==> config.mk <==
export PLATFORM = sky130hd
export DESIGN_NAME = pla_fsm_engine_flat
export DESIGN_NICKNAME = d
export VERILOG_FILES = /design/src/rtl/pla_fsm_engine_pkg.sv /design/src/rtl/pla_fsm_engine_if.sv /design/src/rtl/pla_fsm_engine_table.sv /design/src/rtl/pla_fsm_engine.sv /design/src/flat_wrapper.sv
export SDC_FILE = /design/constraint.sdc
export NUM_CORES = 1
export LEC_CHECK = 0
export CAP_MARGIN = 40
export CORE_MARGIN = 1.5
export CORE_UTILIZATION = 50
export CTS_CLUSTER_DIAMETER = 50
export DETAILED_ROUTE_END_ITERATION = 10
export PLACE_DENSITY = 0.72
export RECOVER_POWER = 25
export REMOVE_ABC_BUFFERS = 1
export SYNTH_ARGS = -nofsm -noshare
export SYNTH_HDL_FRONTEND = slang
export SYNTH_SLANG_ARGS = --single-unit
==> constraint.sdc <==
create_clock -name clk -period 2.2 [get_ports clk]
set_input_delay 0.22 -clock clk [delete_from_list [all_inputs] [get_ports clk]]
set_output_delay 0.22 -clock clk [all_outputs]
set_load 0.01 [all_outputs]
==> src/rtl/pla_fsm_engine_pkg.sv <==
// Shared constants, entry layout and sizing helper for the PLA-style FSM engine.
package pla_fsm_engine_pkg;

  localparam int DEF_NUM_STATES = 7;
  localparam int DEF_IN_W       = 1;
  localparam int DEF_OUT_W      = 2;
  localparam int DEF_SW         = $clog2(DEF_NUM_STATES);
  localparam int DEF_DEPTH      = DEF_NUM_STATES * (2 ** DEF_IN_W);
  localparam int DEF_AW         = $clog2(DEF_DEPTH);
  localparam int DEF_DW         = DEF_SW + DEF_OUT_W;

  // State index loaded by reset, restart, upset recovery and illegal next.
  localparam int RESET_IDX = 0;

  typedef struct packed {
    logic [DEF_SW-1:0]    next_idx;
    logic [DEF_OUT_W-1:0] z;
  } pla_entry_t;

  function automatic int pla_depth(input int num_states, input int in_w);
    return num_states * (1 << in_w);
  endfunction

endpackage

==> src/rtl/pla_fsm_engine_if.sv <==
// Step/config/status bundle between the engine and its driver.
interface pla_fsm_engine_if
  import pla_fsm_engine_pkg::*;
#(
    parameter int NUM_STATES = DEF_NUM_STATES,
    parameter int IN_W       = DEF_IN_W,
    parameter int OUT_W      = DEF_OUT_W
) ();

    localparam int SW = $clog2(NUM_STATES);
    localparam int AW = $clog2(pla_depth(NUM_STATES, IN_W));
    localparam int DW = SW + OUT_W;

    // Handshake: in_valid has no backpressure; every cycle with in_valid=1
    // (and no restart/upset) is a step whose result appears with a one-cycle
    // out_valid pulse on the following cycle.
    logic                  in_valid;
    logic [IN_W-1:0]       x;
    logic                  restart;
    logic                  cfg_we;
    logic [AW-1:0]         cfg_addr;
    logic [DW-1:0]         cfg_data;
    logic                  err_clr;
    logic [NUM_STATES-1:0] state_oh;
    logic [OUT_W-1:0]      z;
    logic                  out_valid;
    logic                  err;

    modport master (
        output in_valid, x, restart, cfg_we, cfg_addr, cfg_data, err_clr,
        input  state_oh, z, out_valid, err
    );

    modport slave (
        input  in_valid, x, restart, cfg_we, cfg_addr, cfg_data, err_clr,
        output state_oh, z, out_valid, err
    );

endinterface

==> src/rtl/pla_fsm_engine_table.sv <==
// Transition table: DEPTH x DW register file, one write port, one async read port.
module pla_fsm_table #(
    parameter int DEPTH = 14,
    parameter int AW    = 4,
    parameter int DW    = 5
) (
    input  logic          clk,
    input  logic          rst_n,
    input  logic          we,
    input  logic [AW-1:0] waddr,
    input  logic [DW-1:0] wdata,
    input  logic [AW-1:0] raddr,
    output logic [DW-1:0] rdata
);

    logic [DW-1:0] mem [DEPTH];

    always_ff @(posedge clk or negedge rst_n) begin
        if (!rst_n) begin
            for (int i = 0; i < DEPTH; i++) begin
                mem[i] <= '0;
            end
        end else if (we && (32'(waddr) < DEPTH)) begin
            mem[waddr] <= wdata;
        end
    end

    // Reads see the pre-edge contents, so a same-cycle write is invisible.
    assign rdata = (32'(raddr) < DEPTH) ? mem[raddr] : '0;

endmodule

==> src/rtl/pla_fsm_engine.sv <==
// Table-driven one-hot FSM: each step looks up {next_idx, z} by {state, x}.
module pla_fsm_engine
  import pla_fsm_engine_pkg::*;
#(
    parameter int NUM_STATES = DEF_NUM_STATES,
    parameter int IN_W       = DEF_IN_W,
    parameter int OUT_W      = DEF_OUT_W
) (
    input logic             clk,
    input logic             rst_n,
    pla_fsm_engine_if.slave bus
);

    localparam int SW    = $clog2(NUM_STATES);
    localparam int DEPTH = pla_depth(NUM_STATES, IN_W);
    localparam int AW    = $clog2(DEPTH);
    localparam int DW    = SW + OUT_W;

    localparam logic [NUM_STATES-1:0] RESET_OH = NUM_STATES'(1) << RESET_IDX;

    logic [NUM_STATES-1:0] state_q;
    logic [OUT_W-1:0]      z_q;
    logic                  out_valid_q;
    logic                  err_q;

    logic [SW-1:0]         cur_idx;
    logic                  onehot_ok;
    logic [AW-1:0]         rd_addr;
    logic [DW-1:0]         rd_data;
    logic [SW-1:0]         rd_next;
    logic [OUT_W-1:0]      rd_z;
    logic                  next_bad;
    logic                  step;
    logic                  err_set;

    // OR-of-bits encoder: no priority, only meaningful when onehot_ok.
    always_comb begin
        cur_idx = '0;
        for (int i = 0; i < NUM_STATES; i++) begin
            if (state_q[i]) begin
                cur_idx = cur_idx | SW'(i);
            end
        end
    end

    assign onehot_ok = (state_q != '0) &&
                       ((state_q & (state_q - NUM_STATES'(1))) == '0);

    assign rd_addr  = AW'({cur_idx, bus.x});
    assign rd_next  = rd_data[DW-1:OUT_W];
    assign rd_z     = rd_data[OUT_W-1:0];
    assign next_bad = (32'(rd_next) >= NUM_STATES);
    assign step     = onehot_ok && !bus.restart && bus.in_valid;
    assign err_set  = !onehot_ok || (step && next_bad);

    pla_fsm_table #(
        .DEPTH (DEPTH),
        .AW    (AW),
        .DW    (DW)
    ) u_table (
        .clk   (clk),
        .rst_n (rst_n),
        .we    (bus.cfg_we),
        .waddr (bus.cfg_addr),
        .wdata (bus.cfg_data),
        .raddr (rd_addr),
        .rdata (rd_data)
    );

    always_ff @(posedge clk or negedge rst_n) begin
        if (!rst_n) begin
            state_q     <= RESET_OH;
            z_q         <= '0;
            out_valid_q <= 1'b0;
            err_q       <= 1'b0;
        end else begin
            out_valid_q <= 1'b0;
            if (!onehot_ok || bus.restart) begin
                state_q <= RESET_OH;
                z_q     <= '0;
            end else if (bus.in_valid) begin
                state_q     <= next_bad ? RESET_OH : (NUM_STATES'(1) << rd_next);
                z_q         <= rd_z;
                out_valid_q <= 1'b1;
            end
            // A newly detected error beats a same-cycle clear.
            if (err_set) begin
                err_q <= 1'b1;
            end else if (bus.err_clr) begin
                err_q <= 1'b0;
            end
        end
    end

    assign bus.state_oh  = state_q;
    assign bus.z         = z_q;
    assign bus.out_valid = out_valid_q;
    assign bus.err       = err_q;

endmodule

==> src/flat_wrapper.sv <==
// flat-port wrapper written by rule: the top's interface ports become plain ports
module pla_fsm_engine_flat import pla_fsm_engine_pkg::*;
#(
    parameter int NUM_STATES = DEF_NUM_STATES,
    parameter int IN_W       = DEF_IN_W,
    parameter int OUT_W      = DEF_OUT_W
)
  (clk, rst_n, bus_in_valid, bus_x, bus_restart, bus_cfg_we, bus_cfg_addr, bus_cfg_data, bus_err_clr, bus_state_oh, bus_z, bus_out_valid, bus_err);
  pla_fsm_engine_if #(.NUM_STATES(NUM_STATES), .IN_W(IN_W), .OUT_W(OUT_W)) bus_i ();
  input logic clk;
  input logic rst_n;
  input wire logic [$bits(bus_i.in_valid)-1:0] bus_in_valid;
  input wire logic [$bits(bus_i.x)-1:0] bus_x;
  input wire logic [$bits(bus_i.restart)-1:0] bus_restart;
  input wire logic [$bits(bus_i.cfg_we)-1:0] bus_cfg_we;
  input wire logic [$bits(bus_i.cfg_addr)-1:0] bus_cfg_addr;
  input wire logic [$bits(bus_i.cfg_data)-1:0] bus_cfg_data;
  input wire logic [$bits(bus_i.err_clr)-1:0] bus_err_clr;
  output wire logic [$bits(bus_i.state_oh)-1:0] bus_state_oh;
  output wire logic [$bits(bus_i.z)-1:0] bus_z;
  output wire logic [$bits(bus_i.out_valid)-1:0] bus_out_valid;
  output wire logic [$bits(bus_i.err)-1:0] bus_err;
  assign bus_i.in_valid = bus_in_valid;
  assign bus_i.x = bus_x;
  assign bus_i.restart = bus_restart;
  assign bus_i.cfg_we = bus_cfg_we;
  assign bus_i.cfg_addr = bus_cfg_addr;
  assign bus_i.cfg_data = bus_cfg_data;
  assign bus_i.err_clr = bus_err_clr;
  assign bus_state_oh = bus_i.state_oh;
  assign bus_z = bus_i.z;
  assign bus_out_valid = bus_i.out_valid;
  assign bus_err = bus_i.err;
  pla_fsm_engine #(.NUM_STATES(NUM_STATES), .IN_W(IN_W), .OUT_W(OUT_W)) u_core (.clk(clk), .rst_n(rst_n), .bus(bus_i));
endmodule
==> results_dict.tcl <==
set metrics [dict create \
    status "complete, but fails checks" \
    violations "setup timing" \
    power_leakage_nw 2.121 \
    synth_top_family_by_area "multiplexers" \
    wl_met2_um 4485 \
    finalNonFillerCells 475 \
    fillCellCount 615 \
    ys.warnings.count 0 \
    pre_cts_slack_ps -398.6 \
    dp_hpwl_um 6410 \
    hold-worst-slack_ps 484.6 \
    switching_share_pct 37.32 \
    utilization_pct 64.21 \
    p_sw_mw 2.534 \
    clock_latency_ps 360 \
    synth_area_per_cell_um2 13.49 \
    synthXorXnorAreaFrac_pct 0.2179 \
    rsz0062_at_grt "yes" \
    nets 384 \
    synthSimpleGateAreaFrac_pct 9.897 \
    fin_crit_sh_pct 107.2 \
    grt-ovfl-total 0 \
    p_per_area_nw_per_um2 1361 \
    worstPathRequired_ps 2490 \
    finalMaxSlewViolations 0 \
    dieArea_um2 8587 \
    tns_ps -510.5 \
    finalClockSkew_ps 7.361 \
    setup_viol 5 \
    firstDrtPassIters 4 \
    pwr-share-seq_pct 30.7 \
    synthMuxAreaShare_pct 29.01 \
    grt_pass1_wl_um 14760 \
    critPathLaunchType "register" \
    io_buffers 26 \
    wirelength_um 9271 \
    seqCellArea_um2 2029 \
    r2r_slack_ps -160 \
    internal_power_mw 4.255 \
    core_area_um2 7767 \
    synth_edf_count 0 \
    layout_common_cells "dfrtp_1 (79), mux2_2 (69), buf_4 (45), clkdlybuf4s50_1 (25), nand2_1 (15)" \
    clockPowerShare_pct 15.7 \
    clkSlewWorstSetupHoldPaths_ps 80 \
    crit_fanout 7 \
    ys_seq_area_share_pct 50.45 \
    synth_top_flop_cell "dfrtp_1" \
    multi_input_area_um2 1969 \
    synth-compound-area-share_pct 6.162 \
    hold_viol_final 0 \
    cap_violations 0 \
    finalWorstSetupSlack_ps -158.4 \
    tightestPinTransition_ps 815.1 \
    wire_per_inst_um 19.52 \
    routed_via_density 5.903 \
    setup.worst_path.end_class "register" \
    gp_congestion 0.8818 \
    combPwrFrac_pct 53.6 \
    die_w_um 92.67 \
    ys_ff_latch 81 \
    ioPinCount 27 \
    min_path_type "input pin to asynchronous set/reset pin" \
    antenna_found_initial 0 \
    die_height_um 92.67 \
    n_antenna_cell 0 \
    drc 0 \
    period_needed_ps 2358 \
    critPathKind "register to register" \
    rows 32 \
    cp.arrival_ps 2650 \
    final_common_cell "dfrtp_1" \
    cts_tree "done" \
    first_global_vias 2759 \
    netlist_area_um2 4020 \
    max_freq_ghz 0.4240 \
    drive_gt1_share_pct 47.45 \
    vias 2804 \
    grt_max_degree 32 \
    wl_met3_um 364 \
    clock-sinks 81 \
    drtAntennaViolNets 0 \
    synthArstFlopShare_pct 100.0 \
    cts-root-buf "clkbuf_8" \
    ir_drop_uv 579.4 \
    placedCellCount 446 \
    maxUsedRoutingLayer "met4" \
    clockBufferDepth 2 \
    synthCells 298 \
    h-tree-depth 3 \
    cts_made_buffers 9 \
    synth_cell_types 47 \
    max-slew-margin-rel_pct 45.66 \
    yosys.area_share.adder_pct 0 \
    area_delta_synth_final_pct 24.06 \
    initial_core_util_pct 51.76 \
    track_usage_pct 23.15 \
    first_iter_violations 174 \
    drt-met1-wl_um 4237 \
]
==> sequential cells by signal, indices dropped and copies added, names as in the netlist <==
name,count
u_core.bus.err,1
u_core.bus.out_valid,1
u_core.bus.state_oh,7
u_core.bus.z,2
u_core.u_table.mem,70
==> kinds of logic after synthesis <==
| family | Yosys count |
|---|---|
| AND/OR/NAND/NOR | 67 |
| flip-flops | 81 |
| XOR/XNOR | 1 |
| multiplexers | 91 |
| AO/OA/AOI/OAI | 33 |
| buffers and inverters | 25 |
==> final timing paths <==
kind,startpoint,endpoint,cells past startpoint
worst max-delay path,u_core.bus.state_oh[3],u_core.bus.state_oh[6],6
worst min-delay path,rst_n,u_core.u_table.mem[42],2
worst max register to register,u_core.bus.state_oh[3],u_core.bus.state_oh[6],6
worst min register to register,u_core.u_table.mem[23],u_core.u_table.mem[23],1
max in group asynchronous,rst_n,u_core.u_table.mem[62],3
min in group clk,bus_err_clr,u_core.bus.err,3
==> Yosys cell counts, drive strengths merged, types with 2 or more instances <==
cell type / count / area (µm²)
nand2b: 3 / 18.77
or4: 3 / 22.52
buf: 9 / 81.32
nor3: 8 / 65.06
o21ai: 6 / 30.03
nand2: 16 / 60.06
or3: 4 / 35.03
mux2: 69 / 777.0
a211oi: 6 / 62.56
clkbuf: 11 / 71.32
nand4b: 2 / 17.52
dfrtp: 80 / 2002
nor2: 15 / 56.30
mux2i: 10 / 100.1
nor4b: 3 / 26.28
inv: 5 / 18.77
o31ai: 2 / 15.01
a21oi: 7 / 35.03
nand4: 2 / 12.51
nor4: 4 / 37.53
nand3: 2 / 10.01
a31oi: 2 / 12.51
nand3b: 3 / 22.52
mux4: 12 / 289.0
==> worst max-delay path, stage by stage (launching register included) <==
cell     delay (ps)
dfrtp_2         450
or3_4           400
mux4_2          340
nor4_4          330
nor4_4           90
or4_4           540
a21oi_2         150
==> routing by layer <==
layer	global-route usage [%]	up-vias
met3	4.187	16
met4	8.333	0
met1	32.13	1450
li1	-	1256
met2	36.64	82
met5	0	-
==> metrics by stage <==
step	total power [mW]	instance area [µm²]
after floorplan	3.739	3867
after global routing	7.148	4987
after CTS	6.331	4872
after global placement	4.825	4566
after detailed placement	4.907	4566
final	6.789	4987
==> final cells by class <==
type	instances	area share, %
inverter	5	0.3763
timing repair buffer	77	13.15
sequential	81	40.69
multi-input combinational	194	39.49
tap	102	2.559
clock inverter	6	1.179
clock buffer	10	2.559
==> power by group through the flow <==
| stage | registers (mW) | clock network (mW) | logic, mW |
|---|---|---|---|
| finish | 2.08 | 1.07 | 3.64 |
| global placement | 2.08 | 0 | 2.74 |
| CTS | 2.07 | 1.07 | 3.19 |
| floorplan | 2.09 | 0 | 1.65 |
| detailed placement | 2.09 | 0 | 2.81 |
| global route | 2.13 | 1.14 | 3.88 |
==> repair_timing <==
| action | 4_1_cts | 5_1_grt |
|---|---|---|
| setup buffers | 3 | 7 |
| gates resized for setup | 14 | 17 |
| hold endpoints to repair | 27 | 0 |
| pin swaps | 6 | 18 |
| cloned | 1 | 1 |
| hold buffers | 1 | 0 |
| endpoints found under the setup margin | 8 | 10 |
No activity file was read; power rests on OpenSTA's default activity.
